===== src/rtl/flags_pkg.sv =====
// Shared definitions for the ALU status-flag register.
//   FLAG_Z/N/C/V : bit positions of the architectural flags in the flag vector
//   cond_e       : branch-condition select encoding used by cond_sel
package flags_pkg;

    localparam int unsigned FLAG_Z = 0;
    localparam int unsigned FLAG_N = 1;
    localparam int unsigned FLAG_C = 2;
    localparam int unsigned FLAG_V = 3;

    typedef enum logic [2:0] {
        ALWAYS = 3'd0,
        Z      = 3'd1,
        NZ     = 3'd2,
        C      = 3'd3,
        NC     = 3'd4,
        N      = 3'd5,
        V      = 3'd6,
        NEVER  = 3'd7
    } cond_e;

endpackage


===== src/rtl/flag_stack.sv =====
// Parametrised LIFO used to save and restore the flag register.
// Ports:
//   clock, reset      : rising-edge clock, synchronous active-high reset
//   push, pop         : single-cycle strobes; both together is a no-op
//   err_clr           : clears the sticky error (a same-cycle new error wins)
//   wdata             : value written on an accepted push
//   rdata             : top-of-stack entry, valid while not empty
//   pop_ok            : combinational, an accepted pop happens this cycle
//   full, empty, err  : pointer-decoded status and sticky over/underflow error
module flag_stack #(
    parameter int unsigned WIDTH = 4,
    parameter int unsigned DEPTH = 4
) (
    input  logic             clock,
    input  logic             reset,
    input  logic             push,
    input  logic             pop,
    input  logic             err_clr,
    input  logic [WIDTH-1:0] wdata,
    output logic [WIDTH-1:0] rdata,
    output logic             pop_ok,
    output logic             full,
    output logic             empty,
    output logic             err
);

    localparam int unsigned AW = $clog2(DEPTH);
    localparam int unsigned PW = AW + 1;

    logic [PW-1:0]    ptr_q, ptr_d;
    logic             err_q, err_d;
    logic [WIDTH-1:0] mem_q [DEPTH];

    logic             push_only, pop_only, do_push, do_pop;
    logic [AW-1:0]    wr_idx, rd_idx;

    // Pointer counts entries (0..DEPTH), so full/empty decode directly from it.
    assign full  = (ptr_q == PW'(DEPTH));
    assign empty = (ptr_q == '0);
    assign err   = err_q;

    // Pointer, error and access decode.
    always_comb begin
        push_only = push & ~pop;
        pop_only  = pop & ~push;
        do_push   = push_only & ~full;
        do_pop    = pop_only & ~empty;
        wr_idx    = ptr_q[AW-1:0];
        rd_idx    = AW'(ptr_q - PW'(1));
        ptr_d     = ptr_q;
        if (do_push) begin
            ptr_d = ptr_q + PW'(1);
        end else if (do_pop) begin
            ptr_d = ptr_q - PW'(1);
        end
        err_d  = (err_q & ~err_clr) | (push_only & full) | (pop_only & empty);
        pop_ok = do_pop;
        rdata  = mem_q[rd_idx];
    end

    // Pointer and error state.
    always_ff @(posedge clock) begin
        if (reset) begin
            ptr_q <= '0;
            err_q <= 1'b0;
        end else begin
            ptr_q <= ptr_d;
            err_q <= err_d;
        end
    end

    // Storage is deliberately not reset.
    always_ff @(posedge clock) begin
        if (do_push && !reset) begin
            mem_q[wr_idx] <= wdata;
        end
    end

endmodule


===== src/rtl/status_flags_reg.sv =====
// ALU status-flag register with per-bit update mask, branch-condition
// evaluation and an optional shadow stack (enabled by macro FLAG_STACK_EN).
// Ports:
//   clock, reset  : rising-edge clock, synchronous active-high reset
//   flags_in      : flag values from the ALU
//   flags_we      : update enable; flags_mask selects which bits update
//   cond_sel      : cond_e condition select
//   cond_true     : combinational evaluation of cond_sel on flags_out
//   flags_out     : registered flags (bit0 Z, bit1 N, bit2 C, bit3 V)
//   push, pop     : save/restore flags_out via the shadow stack
//   stack_full/stack_empty/stack_err : stack status, err is sticky
//   err_clr       : clears stack_err
// Without FLAG_STACK_EN the stack is absent, push/pop/err_clr are ignored and
// the stack status outputs are constant (empty=1, full=0, err=0).
module status_flags_reg
    import flags_pkg::*;
#(
    parameter int unsigned N_FLAGS     = 4,
    parameter int unsigned STACK_DEPTH = 4
) (
    input  logic               clock,
    input  logic               reset,
    input  logic [N_FLAGS-1:0] flags_in,
    input  logic               flags_we,
    input  logic [N_FLAGS-1:0] flags_mask,
    input  logic [2:0]         cond_sel,
    output logic               cond_true,
    output logic [N_FLAGS-1:0] flags_out,
    input  logic               push,
    input  logic               pop,
    output logic               stack_full,
    output logic               stack_empty,
    output logic               stack_err,
    input  logic               err_clr
);

    logic [N_FLAGS-1:0] flags_q, flags_d;
    logic               pop_load;
    logic [N_FLAGS-1:0] pop_data;

`ifdef FLAG_STACK_EN
    flag_stack #(
        .WIDTH (N_FLAGS),
        .DEPTH (STACK_DEPTH)
    ) u_stack (
        .clock   (clock),
        .reset   (reset),
        .push    (push),
        .pop     (pop),
        .err_clr (err_clr),
        .wdata   (flags_q),
        .rdata   (pop_data),
        .pop_ok  (pop_load),
        .full    (stack_full),
        .empty   (stack_empty),
        .err     (stack_err)
    );
`else
    logic unused_stack_inputs;

    assign pop_load            = 1'b0;
    assign pop_data            = '0;
    assign stack_full          = 1'b0;
    assign stack_empty         = 1'b1;
    assign stack_err           = 1'b0;
    assign unused_stack_inputs = ^{push, pop, err_clr, 1'(STACK_DEPTH & 1)};
`endif

    // A successful pop restores every bit and discards any same-cycle update.
    always_comb begin
        flags_d = flags_q;
        if (pop_load) begin
            flags_d = pop_data;
        end else if (flags_we) begin
            flags_d = (flags_q & ~flags_mask) | (flags_in & flags_mask);
        end
    end

    // Flag register.
    always_ff @(posedge clock) begin
        if (reset) begin
            flags_q <= '0;
        end else begin
            flags_q <= flags_d;
        end
    end

    assign flags_out = flags_q;

    // Branch-condition multiplexer on the registered flags.
    always_comb begin
        cond_true = 1'b0;
        case (cond_e'(cond_sel))
            ALWAYS:  cond_true = 1'b1;
            Z:       cond_true = flags_q[FLAG_Z];
            NZ:      cond_true = ~flags_q[FLAG_Z];
            C:       cond_true = flags_q[FLAG_C];
            NC:      cond_true = ~flags_q[FLAG_C];
            N:       cond_true = flags_q[FLAG_N];
            V:       cond_true = flags_q[FLAG_V];
            NEVER:   cond_true = 1'b0;
            default: cond_true = 1'b0;
        endcase
    end

endmodule

===== config.mk =====
export PLATFORM = sky130hd
export DESIGN_NAME = status_flags_reg
export DESIGN_NICKNAME = d
export VERILOG_FILES = /design/src/rtl/flags_pkg.sv /design/src/rtl/flag_stack.sv /design/src/rtl/status_flags_reg.sv
export SDC_FILE = /design/constraint.sdc
export NUM_CORES = 1
export LEC_CHECK = 0
export ABC_AREA = 1
export BUFFER_PORTS_ARGS = -buffer_cell sky130_fd_sc_hd__buf_2
export CAP_MARGIN = 5
export CORE_AREA = 2 2 39 41
export DETAILED_ROUTE_END_ITERATION = 12
export DIE_AREA = 0 0 41 43
export PLACE_DENSITY_LB_ADDON = 0.1
export SLEW_MARGIN = 10
export SYNTH_ARGS = -nofsm -noshare
export SYNTH_HDL_FRONTEND = slang
export SYNTH_SLANG_ARGS = --single-unit
export TNS_END_PERCENT = 5

===== constraint.sdc =====
create_clock -name clock -period 1.5 [get_ports clock]
set_input_delay 0.225 -clock clock [delete_from_list [all_inputs] [get_ports clock]]
set_output_delay 0.225 -clock clock [all_outputs]
set_load 0.01 [all_outputs]

==> impl_metrics.py, run 1 <==
metrics = {
    "outcome": {
        "status": "completed",
    },
    "setup_path": {
        "critPathMostFrequentCell": "nand2_1",
        "cp_cell_sequence": "nand2_1 > nor2_1 > nor2_1 > nand2_1 > nand2_1 > inv_1 > buf_2",
        "required_ns": 1.27,
        "cp_top_family": "flip-flops",
        "cpMaxStageDelayCell": "dfxtp_1",
        "arrival_ns": 1.01,
        "rr_worst_depth": 2,
        "crit_path_end_kind": "primary output",
        "cp-start-kind": "flip-flop",
        "path_max_fanout": 3,
        "path_class": "flip-flop to primary output",
        "worst-path-buf-inv": 2,
        "r2r_slack_ns": 0.82,
        "max_stage_delay_ns": 0.35,
    },
    "die": {
        "die-area_um2": 1763,
        "die_width_um": 41,
        "coreArea_um2": 1384,
        "num_rows": 14,
        "die_h_um": 43,
        "io_pins": 25,
        "initial_utilization_pct": 18.08,
    },
    "power_and_ir_drop": {
        "leakagePower_nw": 0.2067,
        "vdd_drop_max_uv": 224.0,
        "powerDensity_nw_per_um2": 845.8,
        "power.total_mw": 0.3079,
    },
    "worst_hold_path": {
        "holdCritPathClass": "input port to flip-flop",
        "hp-start": "reset",
        "hold_depth": 2,
    },
    "clock_tree": {
        "cts_tree": "yes",
        "cts.clk_slew.worst_paths_ns": 0.04,
        "cts.sinks": 4,
        "clockBufferDepth": 2,
        "ctsResizeCount": 0,
        "clk_latency_ns": 0.23,
        "root_buffer": "clkbuf_4",
        "cts_setup_buffers": 0,
        "hold_buffers": 0,
        "numCtsBuffers": 3,
        "htreeDepth": 1,
    },
    "layout": {
        "layout_common_cells": "buf_2 (18), nand2_1 (14), inv_1 (6)",
        "final.fill_count": 157,
        "syn2layout_area_growth_pct": 45.50,
        "nNetsFinal": 80,
        "final_common_cell": "buf_2",
        "layout-drive-gt1-share_pct": 34.43,
        "final_area_um2": 364.1,
        "antenna_cells": 0,
        "fin_cells": 77,
        "utilization_pct": 26.31,
    },
    "drt": {
        "wirelength_um": 577,
        "vias": 285,
        "initialDrtViolationCount": 2,
        "via_per_inst": 3.701,
        "drc": 0,
        "first_pass_iters": 2,
        "ant_nets": 0,
        "wl_per_cell_um": 7.494,
    },
    "timing": {
        "fin_skew_ns": 0,
        "period_needed_ns": 1.234,
        "tns_ns": 0,
        "setup_violations": 0,
        "finalHoldWorstSlack_ns": 0.2075,
        "post-route-period-util_pct": 82.25,
        "rsz0062_at_grt": "false",
        "fin_ws_ns": 0.2662,
        "drv_slew": 0,
        "fmax_mhz": 810.5,
        "hold_viol": 0,
    },
    "global_routing": {
        "antenna_found_initial": 0,
        "grt_pass1_wl_um": 903,
        "grt_use_total_pct": 8.225,
        "grt_max_degree": 7,
        "grt.overflow.total": 0,
        "grt_pass1_vias": 217,
    },
    "synth": {
        "synth.distinct_cells": 9,
        "synth_area_leaders": "dfxtp_1 (32%), nand2_1 (21%), nand3_1 (10%)",
        "synthDominantAreaCellType": "dfxtp_1",
        "synth_top_family_by_area": "simple AND/OR/NAND/NOR gates",
        "synth.mux.area_fraction_pct": 0,
        "ys_seq_area_share_pct": 32.00,
        "synth-simple-area-share_pct": 37.00,
        "synth_compound_area_share_pct": 10.00,
        "syn_area_per_cell_um2": 5.958,
        "yosys_warnings": 0,
        "synth_top_area_share_pct": 32.00,
        "netlist_area_um2": 250.2,
        "syn_inst": 42,
        "ys_ff_latch": 4,
        "yosys.area_share.adder_pct": 0,
        "synth_xor_area_share_pct": 0,
    },
    "run": {
        "max_cap_violations": 0,
    },
    "place": {
        "dp.final_hpwl_um": 500,
        "placed_cells": 74,
        "gp_congestion": 0.5542,
        "pre_cts_slack_ns": 0.4859,
        "place_area_um2": 341.6,
        "port_buffers": 18,
    },
}
-- power breakdown --
part	total, mW	switching [mW]	internal [mW]
combinational	0.0624	0.0340	0.0284
clock	0.128	0.0393	0.0891
sequential	0.117	0.00390	0.113
-- routing by layer --
layer	vias up	track usage (%)	routed length [µm]
met5	-	0	0
met4	0	8.000	4
met3	2	4.712	68
met2	16	8.750	237
met1	105	10.58	266
li1	162	-	-
-- cells in the mapped netlist --
cell type  instances
nand2_1           14
inv_1              6
nand3_1            5
dfxtp_1            4
nor2_1             4
buf_4              3
a211oi_1           2
a21oi_1            2
conb_1             2
-- cell type report --
| type | instances | area [µm²] | share of cell area [%] |
|---|---|---|---|
| multi-input combinational | 30 | 128.9 | 35.40 |
| timing repair buffer | 18 | 90.09 | 24.74 |
| sequential | 4 | 80.08 | 21.99 |
| clock buffer | 3 | 22.52 | 6.186 |
| inverter | 6 | 22.52 | 6.186 |
| tap | 16 | 20.02 | 5.498 |
-- worst max path at each step --
| stage | depth (start not counted) | to | start |
|---|---|---|---|
| after floorplan | 6 | cond_true | flip-flop |
| after global placement | 8 | cond_true | cond_sel[0] |
| after detailed placement | 8 | cond_true | cond_sel[0] |
| after CTS | 7 | cond_true | flip-flop |
| after global routing | 7 | cond_true | flip-flop |
| final | 7 | cond_true | flip-flop |
-- logic make-up (layout without fill, tap and decap cells) --
group	count (synthesis)	in the layout
simple gates	23	23
buf+inv	9	27
compound gates	4	4
flops	4	4
other cells	2	3
Note: power is estimated with default switching activity, not from simulation.
==> run 2: changes to the inputs <==
clock period = 1.3 ns   (was 1.5 ns; I/O delays follow)
==> run 2 against run 1 <==
Setup slack got worse by 0.15 ns. Sequential power up 15%. Core utilization rose by 0.090 points.
==> impl_metrics.py, run 2 (synthesized netlist as in run 1, its figures left out) <==
metrics = {
    "drt": {
        "vias": 291,
        "first_pass_iters": 2,
        "wl_per_cell_um": 7.442,
        "via_per_inst": 3.779,
        "wirelength_um": 573,
        "initialDrtViolationCount": 2,
        "ant_nets": 0,
        "drc": 0,
    },
    "clock_tree": {
        "htreeDepth": 1,
        "root_buffer": "clkbuf_4",
        "cts_tree": "yes",
        "clk_latency_ns": 0.23,
        "cts_setup_buffers": 0,
        "numCtsBuffers": 3,
        "hold_buffers": 0,
        "cts.sinks": 4,
        "cts.clk_slew.worst_paths_ns": 0.04,
        "ctsResizeCount": 0,
        "clockBufferDepth": 2,
    },
    "layout": {
        "fin_cells": 77,
        "utilization_pct": 26.40,
        "final_area_um2": 365.4,
        "layout-drive-gt1-share_pct": 36.07,
        "final.fill_count": 159,
        "layout_common_cells": "buf_2 (18), nand2_1 (14), inv_1 (6)",
        "nNetsFinal": 80,
        "syn2layout_area_growth_pct": 46.00,
        "final_common_cell": "buf_2",
        "antenna_cells": 0,
    },
    "setup_path": {
        "rr_worst_depth": 2,
        "crit_path_end_kind": "primary output",
        "path_max_fanout": 4,
        "required_ns": 1.11,
        "arrival_ns": 0.99,
        "r2r_slack_ns": 0.62,
        "path_class": "flip-flop to primary output",
        "cp-start-kind": "flip-flop",
    },
    "timing": {
        "fin_ws_ns": 0.1155,
        "post-route-period-util_pct": 91.11,
        "hold_viol": 0,
        "drv_slew": 0,
        "setup_violations": 0,
        "tns_ns": 0,
        "period_needed_ns": 1.184,
        "fmax_mhz": 844.3,
        "fin_skew_ns": 0,
        "finalHoldWorstSlack_ns": 0.1691,
        "rsz0062_at_grt": "false",
    },
    "place": {
        "dp.final_hpwl_um": 501.2,
        "port_buffers": 18,
        "gp_congestion": 0.5542,
        "place_area_um2": 341.6,
        "pre_cts_slack_ns": 0.3337,
        "placed_cells": 74,
    },
    "power_and_ir_drop": {
        "leakagePower_nw": 0.2071,
        "powerDensity_nw_per_um2": 973.1,
        "power.total_mw": 0.3555,
        "vdd_drop_max_uv": 243.8,
        "pwr-share-clk_pct": 41.7,
        "power_frac_seq_pct": 38.1,
        "combPwrFrac_pct": 20.2,
        "p_switching_mw": 0.08898,
        "p_int_mw": 0.2666,
        "swShare_pct": 25.03,
    },
    "worst_hold_path": {
        "hold_depth": 2,
        "hp-start": "reset",
        "holdCritPathClass": "input port to flip-flop",
    },
    "die": {
        "die_width_um": 41,
        "initial_utilization_pct": 18.08,
        "io_pins": 25,
        "coreArea_um2": 1384,
        "num_rows": 14,
        "die_h_um": 43,
        "die-area_um2": 1763,
    },
    "global_routing": {
        "grt_pass1_vias": 233,
        "antenna_found_initial": 0,
        "grt_max_degree": 7,
        "grt.overflow.total": 0,
        "grt_use_total_pct": 8.124,
        "grt_pass1_wl_um": 897,
    },
    "outcome": {
        "status": "completed",
    },
    "run": {
        "max_cap_violations": 0,
    },
}
==> run 2: cell counts in the layout (fill, tap and decap cells not counted) <==
Identical to the previous run, type by type.
==> run 2: critical path: stages, from the launching register on <==
cell,delay (ns)
dfxtp_1,0.36
nand2_1,0.07
nand3_1,0.07
nand2_1,0.06
nand2_1,0.05
inv_1,0.03
buf_2,0.12
==> run 2: area by class of cell <==
type                       instances  area (µm²)  share of cell area (%)
tap                               16       20.02                   5.479
sequential                         4       81.33                   22.26
multi-input combinational         30       128.9                   35.27
timing repair buffer              18       90.09                   24.66
clock buffer                       3       22.52                   6.164
inverter                           6       22.52                   6.164
==> run 2: worst max-delay path by stage <==
stage,startpoint,endpoint,slack [ns],cells past startpoint
after global placement,flip-flop,cond_true,0.33,7
after CTS,flip-flop,cond_true,0.09,7
after detailed placement,flip-flop,cond_true,0.33,7
after floorplan,flip-flop,cond_true,0.40,6
after global routing,flip-flop,cond_true,0.003,7
final,flip-flop,cond_true,0.12,6
==> run 2: metal layers <==
metal / routed length, µm / global-route usage, %
met4: 4 / 8.000
met3: 68 / 4.712
met2: 236 / 9.063
met1: 263 / 9.936
met5: 0 / 0
==> run 2: power by group through the flow <==
| stage | combinational (mW) | sequential, mW | clock, mW |
|---|---|---|---|
| finish | 0.0719 | 0.135 | 0.148 |
| global route | 0.0830 | 0.136 | 0.168 |
| CTS | 0.0731 | 0.135 | 0.154 |
| detailed placement | 0.0727 | 0.137 | 0 |
| global placement | 0.0729 | 0.137 | 0 |
| floorplan | 0.0372 | 0.140 | 0 |
==> run 3: changes to the inputs <==
BUFFER_PORTS_ARGS = -buffer_cell sky130_fd_sc_hd__buf_4   (was -buffer_cell sky130_fd_sc_hd__buf_2)
GPL_ROUTABILITY_DRIVEN = 0   (was not set)
==> run 3 against run 2 <==
Hold slack lost 0.027 ns. Die area is the same. Clock power hardly changed. Via count is 2.4% higher. Sequential share of layout area decreased by 2.2 points. Critical path depth increased by 1. Maximum frequency down 0.26%. Setup slack got worse by 0.0030 ns. Combinational power grew 22%. Flip-flop and latch count unchanged. Global-route usage is 0.40 points higher. Critical endpoint unchanged. Largest cell class is now non-clock buffers. Largest power group unchanged.
==> impl_metrics.py, run 3 (synthesized netlist as in run 1, its figures left out) <==
metrics = {
    "outcome": {
        "status": "completed",
    },
    "power_and_ir_drop": {
        "pwr-share-clk_pct": 40.0,
        "powerDensity_nw_per_um2": 907.0,
        "vdd_drop_max_uv": 305.3,
        "p_int_mw": 0.2832,
        "leakagePower_nw": 0.2202,
        "combPwrFrac_pct": 23.6,
        "power_frac_seq_pct": 36.5,
        "swShare_pct": 24.14,
        "p_switching_mw": 0.09012,
    },
    "timing": {
        "fin_ws_ns": 0.1125,
        "tns_ns": 0,
        "fin_skew_ns": 0,
        "drv_slew": 0,
        "fmax_mhz": 842.1,
        "period_needed_ns": 1.188,
        "post-route-period-util_pct": 91.35,
        "hold_viol": 0,
        "rsz0062_at_grt": "false",
        "setup_violations": 0,
    },
    "setup_path": {
        "path_max_fanout": 3,
        "cp-start-kind": "flip-flop",
        "r2r_slack_ns": 0.60,
        "crit_path_end_kind": "primary output",
        "rr_worst_depth": 2,
        "required_ns": 1.11,
        "arrival_ns": 0.99,
        "path_class": "flip-flop to primary output",
    },
    "drt": {
        "via_per_inst": 3.870,
        "first_pass_iters": 3,
        "ant_nets": 0,
        "drc": 0,
        "initialDrtViolationCount": 3,
        "vias": 298,
        "wirelength_um": 576,
        "wl_per_cell_um": 7.481,
    },
    "run": {
        "max_cap_violations": 0,
    },
    "clock_tree": {
        "clockBufferDepth": 2,
        "cts.clk_slew.worst_paths_ns": 0.04,
        "hold_buffers": 0,
        "clk_latency_ns": 0.23,
        "htreeDepth": 1,
        "cts_setup_buffers": 0,
        "root_buffer": "clkbuf_4",
        "ctsResizeCount": 0,
        "numCtsBuffers": 3,
        "cts_tree": "yes",
        "cts.sinks": 4,
    },
    "global_routing": {
        "grt_max_degree": 7,
        "grt_pass1_wl_um": 938,
        "grt_pass1_vias": 257,
        "grt_use_total_pct": 8.526,
        "grt.overflow.total": 0,
        "antenna_found_initial": 0,
    },
    "place": {
        "dp.final_hpwl_um": 506.8,
        "placed_cells": 74,
        "port_buffers": 18,
        "place_area_um2": 386.6,
        "pre_cts_slack_ns": 0.3279,
    },
    "worst_hold_path": {
        "hp-start": "reset",
        "holdCritPathClass": "input port to flip-flop",
        "hold_depth": 2,
    },
    "die": {
        "die-area_um2": 1763,
        "initial_utilization_pct": 18.08,
        "io_pins": 25,
        "die_width_um": 41,
        "coreArea_um2": 1384,
        "die_h_um": 43,
        "num_rows": 14,
    },
    "layout": {
        "layout_common_cells": "buf_4 (18), nand2_1 (14), inv_1 (6)",
        "final_common_cell": "buf_4",
        "layout-drive-gt1-share_pct": 37.70,
        "antenna_cells": 0,
        "syn2layout_area_growth_pct": 64.50,
        "fin_cells": 77,
        "final_area_um2": 411.6,
        "ff_latch_area_um2": 82.58,
        "final.fill_count": 157,
        "utilization_pct": 29.75,
        "nNetsFinal": 80,
        "multi_input_area_um2": 128.9,
    },
}
-- run 3: changes by cell type in the layout (fill, tap and decap cells not counted) --
cell,previous run,this run
buf_4,0,18
dfxtp_1,3,2
buf_2,18,0
dfxtp_2,1,2
-- run 3: area by class of cell --
cell class	instances	share of cell area (%)
Clock buffer	3	5.471
Inverter	6	5.471
Multi-Input combinational cell	30	31.31
Sequential cell	4	20.06
Tap cell	16	4.863
Timing Repair Buffer	18	32.83
-- run 3: how the worst max path moves through the flow --
stage               from         to  depth (start not counted)
2_1_floorplan  flip-flop  cond_true                          6
3_3_place_gp   flip-flop  cond_true                          6
3_5_place_dp   flip-flop  cond_true                          7
4_1_cts        flip-flop  cond_true                          7
5_1_grt        flip-flop  cond_true                          7
6_report       flip-flop  cond_true                          7
-- run 3: layer usage --
metal / global-route usage (%) / wire [µm]
met1: 10.26 / 248
met2: 10.00 / 244
met3: 3.141 / 78
met4: 10.00 / 4
met5: 0 / 0
-- run 3: worst max-delay path, cell delays in order, from the launching register on --
cell and delay, ns:
dfxtp_1 0.31, inv_1 0.07, nand2_1 0.05, nand2_1 0.05, nand3_1 0.06, nand2_1 0.06, inv_1 0.03, buf_4 0.13
-- run 3: power groups by stage --
stage          combinational (mW)  clock [mW]  sequential (mW)
5_1_grt                    0.0994       0.167            0.137
6_report                   0.0879       0.149            0.136
4_1_cts                    0.0893       0.155            0.136
2_1_floorplan              0.0372           0            0.140
3_5_place_dp               0.0891           0            0.138
3_3_place_gp               0.0893           0            0.138
-- run 3: stage by stage --
step | power [mW] | hold WS (ns)
6_report | 0.3733 | 0.1422
2_1_floorplan | 0.1773 | 0.2641
4_1_cts | 0.3802 | 0.1478
3_5_place_dp | 0.2266 | 0.3911
3_3_place_gp | 0.2268 | 0.3937
5_1_grt | 0.4031 | 0.1416
